### src/rtl/i2s_clk_seq_if.sv
// ---------------------------------------------------------------------------
// i2s_clk_seq_pkg / i2s_clk_seq_if
// Purpose : operating-configuration type for the I2S clock sequencer and the
//           interface bundling its control/status signals.
// op_t    : mclk_en - 1 = divide mclk into bits, 0 = one bit per mclk
//           stereo  - 1 = two words per frame, 0 = mono (one word per frame)
//           f32bits - 1 = 32-bit words, 0 = 16-bit words (f16bits)
// Signals : run, cfg_req, cfg_op (requester -> sequencer)
//           cfg_ack, op_act, div_gate_n, sclk_en, ws, frame_start, busy
//           (sequencer -> consumers)
//           cfg_abort (requester -> sequencer) only with I2S_SEQ_ABORT_EN
// Modports: master = requester side, slave = sequencer side.
// ---------------------------------------------------------------------------
package i2s_clk_seq_pkg;
  typedef struct packed {
    logic mclk_en;
    logic stereo;
    logic f32bits;
  } op_t;
endpackage

interface i2s_clk_seq_if;
  import i2s_clk_seq_pkg::*;

  logic run;
  logic cfg_req;
  op_t  cfg_op;
  logic cfg_ack;
  op_t  op_act;
  logic div_gate_n;
  logic sclk_en;
  logic ws;
  logic frame_start;
  logic busy;
`ifdef I2S_SEQ_ABORT_EN
  logic cfg_abort;

  modport master (output run, cfg_req, cfg_op, cfg_abort,
                  input  cfg_ack, op_act, div_gate_n, sclk_en, ws,
                         frame_start, busy);
  modport slave  (input  run, cfg_req, cfg_op, cfg_abort,
                  output cfg_ack, op_act, div_gate_n, sclk_en, ws,
                         frame_start, busy);
`else
  modport master (output run, cfg_req, cfg_op,
                  input  cfg_ack, op_act, div_gate_n, sclk_en, ws,
                         frame_start, busy);
  modport slave  (input  run, cfg_req, cfg_op,
                  output cfg_ack, op_act, div_gate_n, sclk_en, ws,
                         frame_start, busy);
`endif
endinterface

### src/rtl/i2s_clk_seq.sv
// ---------------------------------------------------------------------------
// i2s_clk_seq
// Purpose : sequencer for the I2S clock divider. Owns the active operating
//           configuration, swaps it only at frame boundaries behind a gated
//           dead period, and derives per-bit sclk enables, word select and
//           frame-start strobes on mclk.
// Ports   : mclk - master clock (posedge)
//           rst_ - asynchronous active-low reset
//           bus  - i2s_clk_seq_if.slave (run/cfg_req/cfg_op in;
//                  cfg_ack/op_act/div_gate_n/sclk_en/ws/frame_start/busy out)
// Params  : DEAD_CYC - gated mclk cycles between configurations (>= 2)
//           CNT_W    - width of the mclk-per-bit and bit-in-word counters
// Option  : I2S_SEQ_ABORT_EN - adds cfg_abort; cfg_req+cfg_abort in RUN or
//           DRAIN truncates the current frame and gates immediately.
// ---------------------------------------------------------------------------
module i2s_clk_seq
  import i2s_clk_seq_pkg::*;
#(
  parameter int DEAD_CYC = 8,
  parameter int CNT_W    = 5
) (
  input logic         mclk,
  input logic         rst_,
  i2s_clk_seq_if.slave bus
);

  localparam logic [2:0] IDLE  = 3'd0;
  localparam logic [2:0] RUN   = 3'd1;
  localparam logic [2:0] DRAIN = 3'd2;
  localparam logic [2:0] GATE  = 3'd3;
  localparam logic [2:0] LOAD  = 3'd4;

  localparam int GCNT_W = (DEAD_CYC > 2) ? $clog2(DEAD_CYC) : 1;

  logic [2:0]        state;
  op_t               op_act;
  op_t               pend_op;
  logic              pend_vld;
  logic              stop_flg;
  logic [CNT_W-1:0]  mcnt;
  logic [CNT_W-1:0]  bcnt;
  logic              ch;
  logic [GCNT_W-1:0] gcnt;

  logic [CNT_W-1:0]  r_last;
  logic [CNT_W-1:0]  w_last;
  logic              counting;
  logic              sclk_en_i;
  logic              frame_end;
  logic              abort_req;

  // Last mclk index of a bit (R-1) and last bit index of a word (W-1).
  always_comb begin
    r_last = CNT_W'(7);
    if (!op_act.mclk_en)
      r_last = '0;
    else if (!op_act.stereo && !op_act.f32bits)
      r_last = CNT_W'(15);
    else if (op_act.stereo && op_act.f32bits)
      r_last = CNT_W'(3);
    w_last = op_act.f32bits ? CNT_W'(31) : CNT_W'(15);
  end

  assign counting  = (state == RUN) || (state == DRAIN);
  assign sclk_en_i = counting && (mcnt == r_last);
  assign frame_end = sclk_en_i && (bcnt == w_last) && (ch || !op_act.stereo);

`ifdef I2S_SEQ_ABORT_EN
  assign abort_req = counting && bus.cfg_req && bus.cfg_abort;
`else
  assign abort_req = 1'b0;
`endif

  // Bit/word counters. They only move while bits are being produced; an
  // abort clears them on the way into GATE so ws is already back at 0.
  always_ff @(posedge mclk or negedge rst_) begin
    if (!rst_) begin
      mcnt <= '0;
      bcnt <= '0;
      ch   <= 1'b0;
    end else if (!counting || abort_req) begin
      mcnt <= '0;
      bcnt <= '0;
      ch   <= 1'b0;
    end else if (mcnt == r_last) begin
      mcnt <= '0;
      if (bcnt == w_last) begin
        bcnt <= '0;
        ch   <= op_act.stereo ? ~ch : 1'b0;
      end else begin
        bcnt <= bcnt + 1'b1;
      end
    end else begin
      mcnt <= mcnt + 1'b1;
    end
  end

  // Control FSM. The stop flag follows the inverted run level while a change
  // is in flight, so a late run rise cancels the stop and a late run fall
  // still lands in IDLE. A stop with a pending config loads it first.
  always_ff @(posedge mclk or negedge rst_) begin
    if (!rst_) begin
      state    <= IDLE;
      op_act   <= '{default: 1'b0};
      pend_op  <= '{default: 1'b0};
      pend_vld <= 1'b0;
      stop_flg <= 1'b0;
      gcnt     <= '0;
    end else begin
      case (state)
        IDLE: begin
          gcnt <= '0;
          if (bus.cfg_req) begin
            pend_op  <= bus.cfg_op;
            pend_vld <= 1'b1;
            stop_flg <= ~bus.run;
            state    <= GATE;
          end else if (bus.run) begin
            stop_flg <= 1'b0;
            state    <= LOAD;
          end
        end
        RUN: begin
          stop_flg <= ~bus.run;
          if (bus.cfg_req) begin
            pend_op  <= bus.cfg_op;
            pend_vld <= 1'b1;
          end
          if (abort_req)
            state <= GATE;
          else if (bus.cfg_req || !bus.run)
            state <= DRAIN;
        end
        DRAIN: begin
          stop_flg <= ~bus.run;
          if (bus.cfg_req) begin
            pend_op  <= bus.cfg_op;
            pend_vld <= 1'b1;
          end
          if (abort_req || frame_end)
            state <= GATE;
        end
        GATE: begin
          stop_flg <= ~bus.run;
          if (bus.cfg_req) begin
            pend_op  <= bus.cfg_op;
            pend_vld <= 1'b1;
          end
          if (gcnt == GCNT_W'(DEAD_CYC - 1)) begin
            gcnt <= '0;
            if (!bus.run && !pend_vld && !bus.cfg_req)
              state <= IDLE;
            else
              state <= LOAD;
          end else begin
            gcnt <= gcnt + 1'b1;
          end
        end
        LOAD: begin
          if (pend_vld)
            op_act <= pend_op;
          pend_vld <= 1'b0;
          state    <= stop_flg ? IDLE : RUN;
        end
        default: state <= IDLE;
      endcase
    end
  end

  assign bus.op_act      = op_act;
  assign bus.div_gate_n  = counting;
  assign bus.sclk_en     = sclk_en_i;
  assign bus.ws          = ch;
  assign bus.frame_start = sclk_en_i && (bcnt == '0) && !ch;
  assign bus.busy        = (state == DRAIN) || (state == GATE) || (state == LOAD);
  assign bus.cfg_ack     = (state == LOAD) && pend_vld;

endmodule

### src/flat_wrapper.sv
// flat-port wrapper written by rule: the top's interface ports become plain ports
module i2s_clk_seq_flat import i2s_clk_seq_pkg::*;
#(
  parameter int DEAD_CYC = 8,
  parameter int CNT_W    = 5
)
  (mclk, rst_, bus_run, bus_cfg_req, bus_cfg_op, bus_cfg_ack, bus_op_act, bus_div_gate_n, bus_sclk_en, bus_ws, bus_frame_start, bus_busy);
  i2s_clk_seq_if bus_i ();
  input logic mclk;
  input logic rst_;
  input wire logic [$bits(bus_i.run)-1:0] bus_run;
  input wire logic [$bits(bus_i.cfg_req)-1:0] bus_cfg_req;
  input wire logic [$bits(bus_i.cfg_op)-1:0] bus_cfg_op;
  output wire logic [$bits(bus_i.cfg_ack)-1:0] bus_cfg_ack;
  output wire logic [$bits(bus_i.op_act)-1:0] bus_op_act;
  output wire logic [$bits(bus_i.div_gate_n)-1:0] bus_div_gate_n;
  output wire logic [$bits(bus_i.sclk_en)-1:0] bus_sclk_en;
  output wire logic [$bits(bus_i.ws)-1:0] bus_ws;
  output wire logic [$bits(bus_i.frame_start)-1:0] bus_frame_start;
  output wire logic [$bits(bus_i.busy)-1:0] bus_busy;
  assign bus_i.run = bus_run;
  assign bus_i.cfg_req = bus_cfg_req;
  assign bus_i.cfg_op = bus_cfg_op;
  assign bus_cfg_ack = bus_i.cfg_ack;
  assign bus_op_act = bus_i.op_act;
  assign bus_div_gate_n = bus_i.div_gate_n;
  assign bus_sclk_en = bus_i.sclk_en;
  assign bus_ws = bus_i.ws;
  assign bus_frame_start = bus_i.frame_start;
  assign bus_busy = bus_i.busy;
  i2s_clk_seq #(.DEAD_CYC(DEAD_CYC), .CNT_W(CNT_W)) u_core (.mclk(mclk), .rst_(rst_), .bus(bus_i));
endmodule
### config.mk
export PLATFORM = sky130hd
export DESIGN_NAME = i2s_clk_seq_flat
export DESIGN_NICKNAME = d
export VERILOG_FILES = /design/src/rtl/i2s_clk_seq_if.sv /design/src/rtl/i2s_clk_seq.sv /design/src/flat_wrapper.sv
export SDC_FILE = /design/constraint.sdc
export NUM_CORES = 1
export LEC_CHECK = 0
export CAP_MARGIN = 40
export CORE_ASPECT_RATIO = 0.6
export CORE_MARGIN = 8
export CORE_UTILIZATION = 50
export DETAILED_ROUTE_END_ITERATION = 10
export DONT_BUFFER_PORTS = 1
export GPL_TIMING_DRIVEN = 0
export PLACE_DENSITY = 0.71
export SETUP_SLACK_MARGIN = 0.3
export SLEW_MARGIN = 15
export SYNTH_ARGS = -nofsm -noshare
export SYNTH_HDL_FRONTEND = slang
export SYNTH_SLANG_ARGS = --single-unit
### constraint.sdc
create_clock -name mclk -period 1.4 [get_ports mclk]
set_input_delay 0.07 -clock mclk [delete_from_list [all_inputs] [get_ports mclk]]
set_output_delay 0.07 -clock mclk [all_outputs]
set_load 0.01 [all_outputs]
==> impl_summary.txt <==
----------------------------------------------------
[Run status]
  Result of the run ... complete, but fails checks
  Violations in the final reports ... negative setup slack

[Timing]
  Max_slew headroom ... 0.629
  Minimum period implied by the final worst setup slack ... roughly 1800 ps
  Count of endpoints failing setup in the final report ... 21
  Setup total negative slack ... -4580 ps
  RSZ-0062 raised after global routing ... yes
  Final-report max-slew violation count ... 0
  Clock Skew ... between 4 and 5 ps
  Transition time at the pin with the least slew margin ... 557 ps
  Final hold vios ... 0
  Worst Setup Slack, final ... -352 ps
  Maximum clock frequency ... about 570 MHz
  Final clock period utilization by the worst path ... 1.25

[Detailed routing]
  Final WL ... ~4300 microns
  Iteration-0 DRC Markers ... 140
  Via count ... between 1000 and 1500
  DR vias/cell ... 6.35
  DRC viols ... 0
  Number of optimization iterations in the first detailed-route pass ... 4
  Count of nets left with antenna violations after detail routing ... 0
  Detailed-route wire length per cell ... around 20 microns

[Worst setup path]
  Register-to-register path setup slack ... -330 ps
  Number of cells on the worst reg-to-reg path ... 6
  R2R Path Start ... u_core.bus.op_act[0]
  Arrival time at the worst endpoint ... approximately 1700 ps
  Capturing point of the worst reg2reg path ... u_core.bcnt[2]
  Logic depth of the worst path, buffers included ... 5
  Crit path largest cell delay ... about 430 ps
  Delay-heaviest family, CP ... flip-flops
  Worst setup EP type ... output pin
  Data required, critical path ... 1330 ps
  Max Fanout on Critical Path ... 6
  Setup crit end ... bus_frame_start
  Slowest CP cell ... sky130_fd_sc_hd__dfrtp_1
  Critical Path Source Type ... flop
  Critical path start-end classification ... flop to output pin
  Crit path from ... u_core.bus.op_act[0]
  CP Buf/Inv Count ... 1
  Sequence of cells on the critical path ... buf_6, nand4b_1, a41oi_4, o21ai_4, nor3_4

[Synthesis]
  Flip-flop and latch count after synthesis ... 25
  Number of distinct library cells after synthesis ... 45
  Top_reg_cell synth ... sky130_fd_sc_hd__dfrtp_1
  Post-synthesis sequential area ratio ... 0.434
  EDFF count, synth ... 0
  Yosys warning total ... 0
  Combined area of all synthesized cells ... about 0.0014 sq mm
  Syn Inst Count ... 146
  Async set-reset flop share out of synthesis ... 1.00
  Post-Synthesis Mean Instance Area ... around 9.9 sq um
  Net Count, Synth ... 158

[Power and ir drop]
  Maximum ir drop on the vdd rail ... approximately 0.00096 V
  Leakage power figure ... roughly 0.9 nW
  Cell Pwr Density ... between 1500 and 2000 mW/mm^2
  Overall power of the completed layout ... about 4 mW

[Clock tree]
  Clock latency on the worst-skew pair ... ~270 ps
  Number of sinks driven by the clock tree ... 25
  H-tree depth reported by CTS ... 1
  Clock Root Buffer ... sky130_fd_sc_hd__clkbuf_8
  Maximum number of buffers from clock root to sink ... 2
  TritonCTS clock tree ... yes
  Number of clock buffers inserted by TritonCTS ... 3
  Clock slew seen by the registers of the worst setup and hold paths ... around 90 ps

[Final layout]
  Final-stage net count ... between 150 and 200
  Top library cells by usage in the layout, fill and taps aside ... sky130_fd_sc_hd__dfrtp_1, sky130_fd_sc_hd__buf_4, sky130_fd_sc_hd__nand2_1
  Filler Cells Inserted ... 156
  Fraction of layout cells with a size suffix above 1 ... 0.433
  Synth-to-Final Area Change ... 46.4%
  Most common cell after layout, fill and taps aside ... sky130_fd_sc_hd__dfrtp_1
  Final non-filler cell total ... 214
  Antenna diodes ... 0
  Post-layout util ... 0.750

[Flow run]
  Number of max-capacitance violations reported ... 0

[GRT]
  Wire length of the first global-routing pass ... 6000 microns
  Vias in the first global route ... ~1200
  Overall Global Routing Usage ... 0.156
  Pin count of the biggest net entering global routing ... 26
  Number of antenna violations at the first check in global routing ... 0
  GRT overflow ... 0

[Die]
  Initial Utilization ... 0.512
  Floorplan core area ... ~0.0028 sq mm
  Die outline area ... approximately 0.0049 sq mm
  Die boundary height ... 57.6 microns
  Number of placement rows ... 15
  Die X ... 85.3 microns
  I/O pin cnt ... 16

[Min path]
  Number of instances on the worst hold path ... 2
  Hold crit path type ... input port to flop

[Placement]
  Total half-perimeter wirelength after legalization and detailed placement ... ~2300 microns
  Placed cell count ... 180
  Number of port buffers ... 0
  Routability cong. ... around 0.81

----------------------------------------------------
## worst min path at each step
stage           startpoint               to  slack, ps
6_report       bus_cfg_req  u_core.pend_vld         10
5_1_grt        bus_cfg_req  u_core.pend_vld         20
4_1_cts        bus_cfg_req  u_core.pend_vld          2
3_5_place_dp          rst_   u_core.gcnt[2]       -220
3_3_place_gp          rst_  u_core.stop_flg       -220
2_1_floorplan         rst_   u_core.bcnt[0]       -230
## worst register-to-register path, stage by stage, from the launching register on
cell                       delay, ps
sky130_fd_sc_hd__dfrtp_1         430
sky130_fd_sc_hd__buf_6           150
sky130_fd_sc_hd__nand4b_1        210
sky130_fd_sc_hd__a41oi_4         300
sky130_fd_sc_hd__buf_4           210
sky130_fd_sc_hd__o211ai_1        130
sky130_fd_sc_hd__mux2i_1         200
## power by group
| part | switching (mW) | internal [mW] |
|---|---|---|
| Clock | 0.229 | 0.199 |
| Sequential | 0.174 | 0.872 |
| Combinational | 1.25 | 1.25 |
## routing by layer
metal | vias up | share of wire | GRT usage
met1 | 677 | 0.42 | 0.205
li1 | 599 | - | -
met4 | 0 | 0.019 | 0.0446
met2 | 71 | 0.47 | 0.240
met3 | 11 | 0.093 | 0.0486
met5 | - | 0 | 0
## synth_stat cells (2+ instances only)
library cell	count	area, sq um
sky130_fd_sc_hd__nand3_1	5	25.0
sky130_fd_sc_hd__dfrtp_1	25	626
sky130_fd_sc_hd__o2111ai_1	2	17.5
sky130_fd_sc_hd__inv_1	6	22.5
sky130_fd_sc_hd__o211ai_1	3	22.5
sky130_fd_sc_hd__a21o_1	2	15.0
sky130_fd_sc_hd__mux2_2	6	67.6
sky130_fd_sc_hd__xor2_1	2	17.5
sky130_fd_sc_hd__xnor2_1	3	26.3
sky130_fd_sc_hd__and3_1	3	18.8
sky130_fd_sc_hd__mux2i_1	5	50.1
sky130_fd_sc_hd__or3_1	4	25.0
sky130_fd_sc_hd__o21ai_0	5	25.0
sky130_fd_sc_hd__a22o_1	2	17.5
sky130_fd_sc_hd__nor3_1	6	30.0
sky130_fd_sc_hd__nand4b_1	3	26.3
sky130_fd_sc_hd__clkbuf_1	5	18.8
sky130_fd_sc_hd__a21oi_1	3	15.0
sky130_fd_sc_hd__a31oi_1	2	12.5
sky130_fd_sc_hd__nand2_1	10	37.5
sky130_fd_sc_hd__buf_2	3	15.0
sky130_fd_sc_hd__nand2b_1	3	18.8
sky130_fd_sc_hd__ha_1	5	62.6
sky130_fd_sc_hd__nor2_1	9	33.8
sky130_fd_sc_hd__nor4_1	2	12.5
sky130_fd_sc_hd__nand3b_1	3	22.5
## kinds of logic after synthesis
family          count (synthesis)  synth area share
fa+ha+maj                       5            0.0434
compound gates                 30             0.157
mux                            11            0.0815
buf+inv                        15            0.0416
simple gates                   55             0.213
xor+xnor                        5            0.0304
flops                          25             0.434
## metrics by stage
step / cell area (sq um) / worst slack [ps] / hold WS (ps)
6_report: 2110 / -352 / 10.8
5_1_grt: 2110 / -434 / 17.4
4_1_cts: 1940 / -340 / 2.35
3_5_place_dp: 1600 / -285 / -225
3_3_place_gp: 1600 / -210 / -225
2_1_floorplan: 1550 / -94.4 / -226
## registers in the layout (all words and copies together) (netlist names)
name and count:
u_core.state 3, u_core.stop_flg 1, u_core.bcnt 5, u_core.pend_op 3, u_core.bus.op_act 3, u_core.bus.ws 1, u_core.gcnt 3, u_core.mcnt 5
u_core.pend_vld 1
## repair_timing
action	in CTS	in global routing
gates cloned	1	0
pin swaps	8	14
hold buffers	5	1
setup buffers	15	8
resized for setup	33	27
endpoints found under the setup margin	29	30
hold endpoints to repair	29	25
## cell type report
cell class	count	area (sq um)	share of cell area
multi-input cells	106	962	0.456
flip-flops and latches	25	629	0.298
repair buffers	29	258	0.122
plain buffers	8	114	0.0539
inverters	7	51.3	0.0243
well taps	34	42.5	0.0201
clock buffers	3	41.3	0.0195
repair inverters	1	8.76	0.00415
clock inverters	1	5.00	0.00237
Note: power is estimated with default switching activity, not from simulation.
